[config.mk]
export PLATFORM = sky130hd
export DESIGN_NAME = mem_port_arbiter
export DESIGN_NICKNAME = d
export VERILOG_FILES = /design/src/rtl/mem_port_arbiter.sv
export SDC_FILE = /design/constraint.sdc
export NUM_CORES = 1
export LEC_CHECK = 0
export CORE_AREA = 2 2 193 195
export DETAILED_ROUTE_END_ITERATION = 8
export DIE_AREA = 0 0 195 197
export PLACE_DENSITY = 0.74
export REMOVE_ABC_BUFFERS = 1
export SETUP_SLACK_MARGIN = 0.5
export SYNTH_ARGS = -nofsm -noshare
export SYNTH_HDL_FRONTEND = slang
export SYNTH_SLANG_ARGS = --single-unit
[constraint.sdc]
create_clock -name clock -period 3.7 [get_ports clock]
set_input_delay 1.11 -clock clock [delete_from_list [all_inputs] [get_ports clock]]
set_output_delay 1.11 -clock clock [all_outputs]
set_load 0.03 [all_outputs]
[src/rtl/mem_port_arbiter.sv]
// mem_port_arbiter: round-robin sharing of one memory port between imem0/imem1/dmem0/dmem1
module mem_port_arbiter #(
    parameter int XLEN    = 32,
    parameter int TIMEOUT = 255
) (
    input  logic                   clock,
    input  logic                   reset,
    input  logic                   clear,
    input  logic [3:0]             req_valid,
    input  logic [4*XLEN-1:0]      req_addr,
    input  logic [4*XLEN-1:0]      req_wdata,
    input  logic [4*(XLEN/8)-1:0]  req_wstrb,
    output logic [3:0]             req_ready,
    output logic [3:0]             req_error,
    output logic [XLEN-1:0]        req_rdata,
    output logic                   mem_valid,
    output logic [XLEN-1:0]        mem_addr,
    output logic [XLEN-1:0]        mem_wdata,
    output logic [XLEN/8-1:0]      mem_wstrb,
    input  logic                   mem_ready,
    input  logic [XLEN-1:0]        mem_rdata,
    input  logic                   mem_error
);
    localparam int SW = XLEN / 8;
    localparam int CW = TIMEOUT > 1 ? $clog2(TIMEOUT) : 1;
    localparam logic [CW-1:0] LAST = CW'(TIMEOUT > 0 ? TIMEOUT - 1 : 0);

    typedef enum logic {IDLE, WAIT} state_t;
    state_t state, state_next;

    logic [3:0]      pend, accept, avail;
    logic [XLEN-1:0] addr_q [4];
    logic [XLEN-1:0] wdata_q [4];
    logic [SW-1:0]   wstrb_q [4];
    logic [1:0]      gnt, last_gnt, pick;
    logic            found, grant, expire, done;
    logic [CW-1:0]   cnt;

    // clear masks the instruction requesters both for new pulses and for arbitration
    assign accept = req_valid & ~{2'b00, clear, clear};
    assign avail  = pend & ~{2'b00, clear, clear};
    assign grant  = state == IDLE && found;
    assign expire = (TIMEOUT != 0) && state == WAIT && !mem_ready && cnt == LAST;
    assign done   = state == WAIT && (mem_ready || expire);

    // round-robin search starting one past the previous winner
    always_comb begin
        pick  = last_gnt;
        found = 1'b0;
        for (int k = 1; k < 5; k++) begin
            if (!found && avail[last_gnt + 2'(k)]) begin
                pick  = last_gnt + 2'(k);
                found = 1'b1;
            end
        end
    end

    // next state: grant moves to WAIT, response or watchdog returns to IDLE
    always_comb begin
        state_next = state;
        if (grant)
            state_next = WAIT;
        else if (done)
            state_next = IDLE;
    end

    // state register
    always_ff @(posedge clock or negedge reset) begin
        if (!reset)
            state <= IDLE;
        else
            state <= state_next;
    end

    // per-requester pending latch, newest pulse overwrites stored fields
    always_ff @(posedge clock or negedge reset) begin
        if (!reset) begin
            pend <= '0;
            for (int i = 0; i < 4; i++) begin
                addr_q[i]  <= '0;
                wdata_q[i] <= '0;
                wstrb_q[i] <= '0;
            end
        end else begin
            for (int i = 0; i < 4; i++) begin
                if (accept[i]) begin
                    pend[i]    <= 1'b1;
                    addr_q[i]  <= req_addr[i*XLEN +: XLEN];
                    wdata_q[i] <= req_wdata[i*XLEN +: XLEN];
                    wstrb_q[i] <= req_wstrb[i*SW +: SW];
                end else if ((i < 2 && clear) || (grant && pick == 2'(i))) begin
                    pend[i] <= 1'b0;
                end
            end
        end
    end

    // memory-side request registers, watchdog and registered responses
    always_ff @(posedge clock or negedge reset) begin
        if (!reset) begin
            mem_valid <= 1'b0;
            mem_addr  <= '0;
            mem_wdata <= '0;
            mem_wstrb <= '0;
            req_ready <= '0;
            req_error <= '0;
            req_rdata <= '0;
            gnt       <= '0;
            last_gnt  <= 2'd3;
            cnt       <= '0;
        end else begin
            mem_valid <= grant;
            req_ready <= '0;
            req_error <= '0;
            req_rdata <= '0;
            if (grant) begin
                mem_addr  <= addr_q[pick];
                mem_wdata <= wdata_q[pick];
                mem_wstrb <= wstrb_q[pick];
                gnt       <= pick;
                last_gnt  <= pick;
                cnt       <= '0;
            end else if (state == WAIT) begin
                cnt <= cnt + 1'b1;
            end
            if (done) begin
                req_ready[gnt] <= 1'b1;
                req_error[gnt] <= expire || mem_error;
                req_rdata      <= expire ? '0 : mem_rdata;
            end
        end
    end
endmodule

==> summary by stage, run 1 <==
Outcome
The flow ran to the end, and the final reports show no timing, DRC or antenna violations.

Run
The max-capacitance violation count is 0.

Finish
In the final layout, the multi-input gates occupy 5610 um2. Summing all flip-flop and latch instances after layout gives 9962 um2. The area growth from synthesis to layout is 39.07%.

The layout cell share with drive strength beyond 1 is 18.95%. The filler cell count is 2798. The area of all placed cells without fillers is 22550 um2. The net total in the final layout is 2039.

Critical path
The nature of the critical path startpoint is an input port. The reg2reg setup slack is 1.19 ns. The critical path is of the input port to flop type.

The beginning of the worst register-to-register path is last_gnt[1]. The number of cells on the worst reg-to-reg path is 6. STA puts the critical path data arrival time at 3.25 ns.

The largest single stage delay on the critical path is 0.51 ns. At the worst endpoint, the required time is 4.12 ns. The kind of end point of the critical path is a flop. Of all nets on the critical path, the largest fanout is 69. The critical path capture point is mem_wdata[25]. Traced cell by cell, the critical path runs through clkdlybuf4s50_1 > nand2b_1 > or2_2 > a2111o_2 > buf_12 > o22ai_1 > a211oi_1. The end of the worst register-to-register path is mem_wdata[25]. On the critical path, the stage with the largest delay is an instance of sky130_fd_sc_hd__a2111o_2. The launching instance or port of the critical path is clear.

Die
In this run the core area contains 70 standard-cell rows. In this run the vertical extent of the chip is 197 um. The core footprint is 36260 um2. The die covers 38420 um2. The die width is 195 um.

The number of I/O pins is 422. Once the floorplan was initialized, standard cells occupied 44.72% of the core.

Yosys
The post-synthesis instance area is 16210 um2. The number of different library cells used by synthesis comes to 38. Measured against the total synthesized area, the mux share comes to 14.54%.

Summing the areas of all xor and xnor instances in the mapped netlist gives 0.05402% of the synthesized area. After synthesis, the largest family of logic cells by area is multiplexers. The average instance in the mapped netlist occupies 12.30 um2.

Summing the areas of all fa, ha and maj instances in the mapped netlist gives 0.1543% of the synthesized area. The simple logic cell fraction of the synthesized area is 7.053%. For this run, the leading register cell type out of synthesis is sky130_fd_sc_hd__dfrtp_1.

The share of flip-flops with an asynchronous set or reset after synthesis is 100.0%. The synthesized-area fraction occupied by ao, oa, aoi and oai cells is 12.58%. In this run, synthesis inferred 0 flip-flops with an integrated enable. After synthesis the netlist holds a flip-flop and latch count of 398. The number of instances in the synthesized netlist is 1318. Sequential elements use 61.44% of the synthesized area.

The Yosys warning count is 0.

Global routing
Entering global routing, the biggest net connects 87 pins. The number of antenna violations at the first check in global routing came to 4. The total global routing track utilization is 25.39%. The number of global-route vias before repair is 13001.

The overflow left after global routing is 0. The wire length of the first global-routing pass is 74880 um.

Timing
Setup repair after global routing left no endpoint under its margin. Of the available clock period, the critical path in the final layout requires 76.38%. Hold timing on the final database bottoms out at a slack of 0.4847 ns. For the pin with the worst max-slew slack, the measured transition is 0.7664 ns.

The final worst clock skew is 0.009269 ns. In this run the tightest slew margin relative to its limit is 48.91%. The setup violation total in the final timing report is 0. The final period demand of the worst path is 2.826 ns.

Static timing analysis puts the maximum clock frequency at 353.8 MHz. The number of endpoints with negative hold slack in the final report is 0. The number of max-slew violations in the final report is 0.

Drt
The total DRC errors in the routed layout is 0. The detail-routed net length per standard cell is 21.75 um. For this block, the routed nets add up to 48340 um of wire. The first-pass detailed-route iteration total is 7. Dividing the detail-routed via count by the number of cells gives 5.477. The number of vias in the routed layout is 12171. The count of nets left with antenna violations once routing finished came out at 0. In this run, the number of DRC markers left after iteration 0 of detailed routing was 539.

Clock network
The number of clock buffers added by TritonCTS is 42. For this design, the sink count on the clock tree is 398. The H-tree was split into 2 levels. The post-CTS setup buffer count is 0. In this run the deepest clock path goes through 3 buffers. The later-pin clock latency in the skew report is 0.55 ns.

The number of buffers inserted by hold repair at cts is 0. Clock-pin slew was measured on the worst setup and hold paths at 0.06 ns. In this run, post-CTS repair resized a total of 0 instances. TritonCTS built the clock tree. The root buffer cell is sky130_fd_sc_hd__clkbuf_16.

Worst hold path
In this run the worst hold path is classified as flop to flop.

Pwr
The power per cell area is 617.5 nW/um2. The leakage power is 0.009777 uW. The maximum ir drop on the vdd rail is 0.4052 mV. The completed layout was analyzed and its total power is 13920 uW.

Placed design
The routability-driven placement congestion ratio is 0.7951. The placed standard-cell area is 21200 um2. The half-perimeter wire length of the detailed placement result is 32170 um.

During placement, the flow inserted port buffers numbering 421.
## synth_stat cells (3+ instances only)
| master | n | area, um2 |
|---|---|---|
| sky130_fd_sc_hd__dfrtp_1 | 396 | 9910 |
| sky130_fd_sc_hd__mux2_2 | 208 | 2342 |
| sky130_fd_sc_hd__a211oi_1 | 114 | 855.8 |
| sky130_fd_sc_hd__o21ai_0 | 99 | 495.5 |
| sky130_fd_sc_hd__and3_1 | 90 | 563.0 |
| sky130_fd_sc_hd__nand2_1 | 86 | 322.8 |
| sky130_fd_sc_hd__inv_1 | 74 | 277.8 |
| sky130_fd_sc_hd__clkbuf_1 | 70 | 262.8 |
| sky130_fd_sc_hd__o22ai_1 | 49 | 306.5 |
| sky130_fd_sc_hd__a21oi_1 | 16 | 80.08 |
| sky130_fd_sc_hd__nor2_1 | 16 | 60.06 |
| sky130_fd_sc_hd__nand3_1 | 15 | 75.07 |
| sky130_fd_sc_hd__buf_2 | 14 | 70.07 |
| sky130_fd_sc_hd__a211o_1 | 11 | 96.34 |
| sky130_fd_sc_hd__buf_1 | 11 | 41.29 |
| sky130_fd_sc_hd__o22ai_2 | 9 | 112.6 |
| sky130_fd_sc_hd__nand2b_1 | 7 | 43.79 |
| sky130_fd_sc_hd__a21o_1 | 4 | 30.03 |
| sky130_fd_sc_hd__and4_1 | 3 | 26.28 |
| sky130_fd_sc_hd__nor3_1 | 3 | 15.01 |
| sky130_fd_sc_hd__o31ai_1 | 3 | 22.52 |
## kinds of logic (layout without fill, tap and decap cells)
family                     count (synthesis)  count (layout)
other                                      0               2
buffers and inverters                    172             606
and+or+nand+nor                          226             226
muxes                                    209             209
AOI/OAI and AO/OA                        310             310
xor gates and xnor gates                   1               1
adders and majority gates                  2               2
DFF                                      398             398
## worst min path at each step
stage | start | endpoint | cells past startpoint
floorplan | cnt[6] | cnt[6] | 1
global placement | cnt[6] | cnt[6] | 1
detailed placement | wstrb_q[6] | mem_wstrb[2] | 1
CTS | wstrb_q[6] | mem_wstrb[2] | 1
global route | wdata_q[56] | mem_wdata[24] | 1
finish | cnt[7] | cnt[7] | 1
## per-stage QoR
step	util, %	TNS [ns]	cells	worst slack (ns)
after floorplan	-	-258.39	1221	-1.985
after global placement	58.47	0	2148	0.4823
after detailed placement	58.47	0	2148	0.4210
after CTS	62.17	0	2220	0.8403
after global routing	62.18	0	2221	0.8076
final	62.19	0	2222	0.8738
## where the power goes
group          internal, uW  leakage (uW)  switching, uW
Sequential             5150       0.00474            493
Clock                  2410      0.000663           1670
Combinational          1880       0.00437           2320
## metal layers
layer | track usage (%) | routed length (um) | vias up
met5 | 0 | 0 | -
met4 | 9.754 | 1533 | 0
met3 | 6.451 | 3631 | 94
met2 | 43.45 | 23900 | 459
met1 | 31.04 | 19270 | 6089
li1 | - | - | 5529
## sequential cells by signal, indices dropped and copies added, names as in the netlist
register,flops
addr_q,128
cnt,8
gnt,2
last_gnt,2
mem_addr,32
mem_valid,1
mem_wdata,32
mem_wstrb,4
pend,4
req_error,4
req_rdata,32
req_ready,4
state,1
wdata_q,128
wstrb_q,16
## worst max-delay path, delay by kind of cell
family	cells	cell delay, ns
AO/OA/AOI/OAI	3	0.81
AND/OR/NAND/NOR	2	0.56
buffers and inverters	2	0.64
## cells in the final DEF (no fill, tap or decap), types with 14 or more instances in the layout
cell and instances:
sky130_fd_sc_hd__a211oi_1 114, sky130_fd_sc_hd__o22ai_1 49, sky130_fd_sc_hd__a21oi_1 16, sky130_fd_sc_hd__inv_1 74, sky130_fd_sc_hd__buf_12 21, sky130_fd_sc_hd__o21ai_0 99, sky130_fd_sc_hd__buf_4 19, sky130_fd_sc_hd__mux2_2 208
sky130_fd_sc_hd__nand2_1 85, sky130_fd_sc_hd__nor2_1 14, sky130_fd_sc_hd__dfrtp_1 396, sky130_fd_sc_hd__clkdlybuf4s50_1 418, sky130_fd_sc_hd__and3_1 90, sky130_fd_sc_hd__nand3_1 15, sky130_fd_sc_hd__clkbuf_16 45
## area by class of cell
cell class              count  area share [%]
inverters                  75           1.248
multi-input cells         748           24.88
flip-flops and latches    398           44.18
well taps                 468           2.597
repair buffers            459           21.12
clock buffers              66           5.787
diodes                      2         0.02220
clock inverters             6          0.1665
No activity file was read; power rests on OpenSTA's default activity.
==> inputs of run 2 (changes only) <==
==> constraint.sdc (replaced) <==
create_clock -name clock -period 2.69 [get_ports clock]
set_input_delay 0.807 -clock clock [delete_from_list [all_inputs] [get_ports clock]]
set_output_delay 0.807 -clock clock [all_outputs]
set_load 0.03 [all_outputs]
==> summary by stage, run 2 (synthesis results as in run 1) <==
Worst hold path
In this run the worst hold path is classified as input port to asynchronous set/reset pin.

Global routing
For met2 alone, demand over resource in global routing was 44.40%. For this run, global-route usage on met3 was measured as 7.170%. The first global-routing pass estimated 76390 um of wire. Summed over all layers, the global routing overflow is 0. The number of antenna violations at the first check in global routing was 1. In the global route stage, met1 resource usage came out at 32.20%. The most utilized layer in the global route result is met2. Entering global routing, the biggest net connects 85 pins.

The total global routing track utilization is 26.06%. The number of global-route vias before repair is 13269.

Critical path
Along the worst path, the maximum fanout reaches 11. The largest delay contributor family on the critical path is compound AO/OA/AOI/OAI gates. The data required time of the worst path is 3.12 ns. The setup path with the least slack is of type flop to flop. Across all register-to-register paths, the minimum setup slack is 0.35 ns. The longest individual stage delay on the worst path is 0.59 ns.

The critical path goes through mux2_4 > o22a_4 > a2111o_2 > buf_12 > buf_6 > o22ai_1 > a211oi_1. The beginning of the worst register-to-register path is last_gnt[1]. The worst register-to-register path ends at mem_wstrb[3]. The number of cells on the worst reg-to-reg path is 7. The number of buffer and inverter stages on the critical path is 2.

The slowest stage of the critical path is the sky130_fd_sc_hd__dfstp_2 cell. The arrival time at the worst endpoint is 2.78 ns. The worst setup path is captured at a flop.

STA classifies the critical path startpoint as a flop. The launching instance or port of the critical path is last_gnt[1]. In this run the number of cells on the critical path is 7.

In this run the worst setup path terminates at mem_wstrb[3].

Die
The floorplan step set the die height to 197 um. The die width is 195 um. The core footprint is 36260 um2. The number of I/O pins is 422.

The number of placement rows is 70. The initial core utilization is 44.72%. The floorplan step defined a die boundary enclosing 38420 um2.

Timing
The worst path needs 2.340 ns of the cycle, external delays included. Setup repair after global routing could not meet its margin everywhere. The headroom to the max-slew limit is 58.75%. The final worst clock skew is 0.02058 ns.

Across all hold checks on the routed design, the worst slack comes to 0.2059 ns. Setup violations remaining at the end of the flow were counted as 0. Derived from the worst setup path, the maximum achievable clock frequency is 427.3 MHz. The transition at the pin with the smallest max-transition slack is 0.6123 ns.

The number of endpoints with negative hold slack in the final report came to 0. The summed negative setup slack over all endpoints is 0 ns. The worst path uses 87.01% of the clock period. The number of max-slew violations in the final report was 0.

Finish
The post-synthesis to final-layout area growth is 45.66%. The post-layout instance count excluding filler cells is 2269. The library cell used most frequently in the layout, excluding fill and tap cells, is sky130_fd_sc_hd__dfrtp_1. The end-of-flow core utilization is 65.13%. The filler cell count is 2687.

The net count of the finished layout is 2084. The library cells used most frequently in the layout, excluding fill and tap cells, are 396 x sky130_fd_sc_hd__dfrtp_1, 308 x sky130_fd_sc_hd__clkdlybuf4s50_1, 207 x sky130_fd_sc_hd__mux2_2, 90 x sky130_fd_sc_hd__and3_1, 88 x sky130_fd_sc_hd__o21ai_0. The largest registers in the layout are addr_q x128, wdata_q x128. The layout cell share with drive strength beyond 1 is 26.83%.

Pwr
The maximum ir drop on the vdd rail is 0.4873 mV. For this design the ratio of total power to cell area is 850.3 nW/um2. The analysis attributes to cell leakage a power of 0.01046 uW.

Clock network
The clock tree from TritonCTS is built. The root buffer cell chosen for the clock tree is sky130_fd_sc_hd__clkbuf_16. The clock-pin slew on the worst setup and hold paths is 0.06 ns.

The number of clock buffers inserted by TritonCTS is 42. The number of buffers inserted by hold repair at cts is 0. The clock passes through at most 3 buffers. The clock net in this run drives a total of 398 sinks. The H-tree was split into 2 levels.

The later pin in the worst-skew pair is clocked with a latency of 0.57 ns.

Drt
The number of vias in the routed layout is 12610. The total wirelength of the detailed-routed design is 51440 um. Before antenna repair, the detailed router went through 4 iterations. The total DRC errors in the routed layout is 0. The count of nets left with antenna violations once routing finished came out at 0. Dividing the detail-routed wire length by the instance count gives 22.67 um. The post-detailed-route via-to-cell ratio is 5.558. The number of DRC markers after the initial detailed-route iteration is 591.

Placed design
The routability-driven placement congestion ratio is 0.8162. The number of buffer cells added on primary ports is 421. The number of placed cells counting well taps is 2173. The half-perimeter wire length of the detailed placement result is 32860 um.

Outcome
The run finished with clean final reports.

Run
The tool flagged a number of max-cap violations equal to 0.
==> run 2: changes by cell type in the layout (fill, tap and decap cells not counted), sizes merged, moves of 2 or more <==
cell and delta:
dlygate4sd2 +74, clkdlybuf4s15 +18, clkbuf +20, bufinv +2, buf +43, clkdlybuf4s50 -110
==> run 2: timing repair <==
action | 4_1_cts | 5_1_grt
cloned | 3 | 5
gates resized for setup | 167 | 128
endpoints found under the hold margin | 0 | 0
setup endpoints to repair | 178 | 95
setup buffers | 8 | 4
pin swaps | 11 | 16
==> run 2: final cells by class <==
| cell class | instances | area [um2] | share of cell area, % |
|---|---|---|---|
| multi-input combinational | 748 | 6233 | 26.39 |
| clock inverter | 9 | 95.09 | 0.4026 |
| antenna | 1 | 2.502 | 0.01060 |
| timing repair buffer | 504 | 5172 | 21.90 |
| inverter | 75 | 281.5 | 1.192 |
| sequential | 398 | 9962 | 42.18 |
| clock buffer | 66 | 1285 | 5.441 |
| tap | 468 | 585.6 | 2.479 |
==> run 2: worst min path at each step <==
| stage | endpoint | cells past startpoint | startpoint |
|---|---|---|---|
| finish | req_rdata[20] | 1 | reset |
| global route | req_rdata[9] | 1 | reset |
| CTS | addr_q[77] | 1 | reset |
| detailed placement | mem_addr[6] | 1 | addr_q[38] |
| global placement | cnt[6] | 1 | cnt[6] |
| floorplan | cnt[6] | 1 | cnt[6] |
==> run 2: through the flow <==
stage	power, uW	setup WS (ns)	cell area (um2)
2_1_floorplan	10700	-2.692	15820
3_3_place_gp	13730	-0.1950	21460
3_5_place_dp	13880	-0.2428	21460
4_1_cts	19610	0.3891	23070
5_1_grt	20930	0.2860	23620
6_report	20080	0.3495	23620
==> run 2: power by group <==
part	internal, uW	switching [uW]	total [uW]
logic	2880	3490	6370
clock network	3460	2350	5810
registers	7090	812	7900
total	13400	6650	20100
==> run 2: layer usage <==
metal,share of wire (%),vias to the layer above
met5,0,-
met4,2.9,0
met3,7.8,96
met2,50,493
met1,40,6412
li1,-,5609
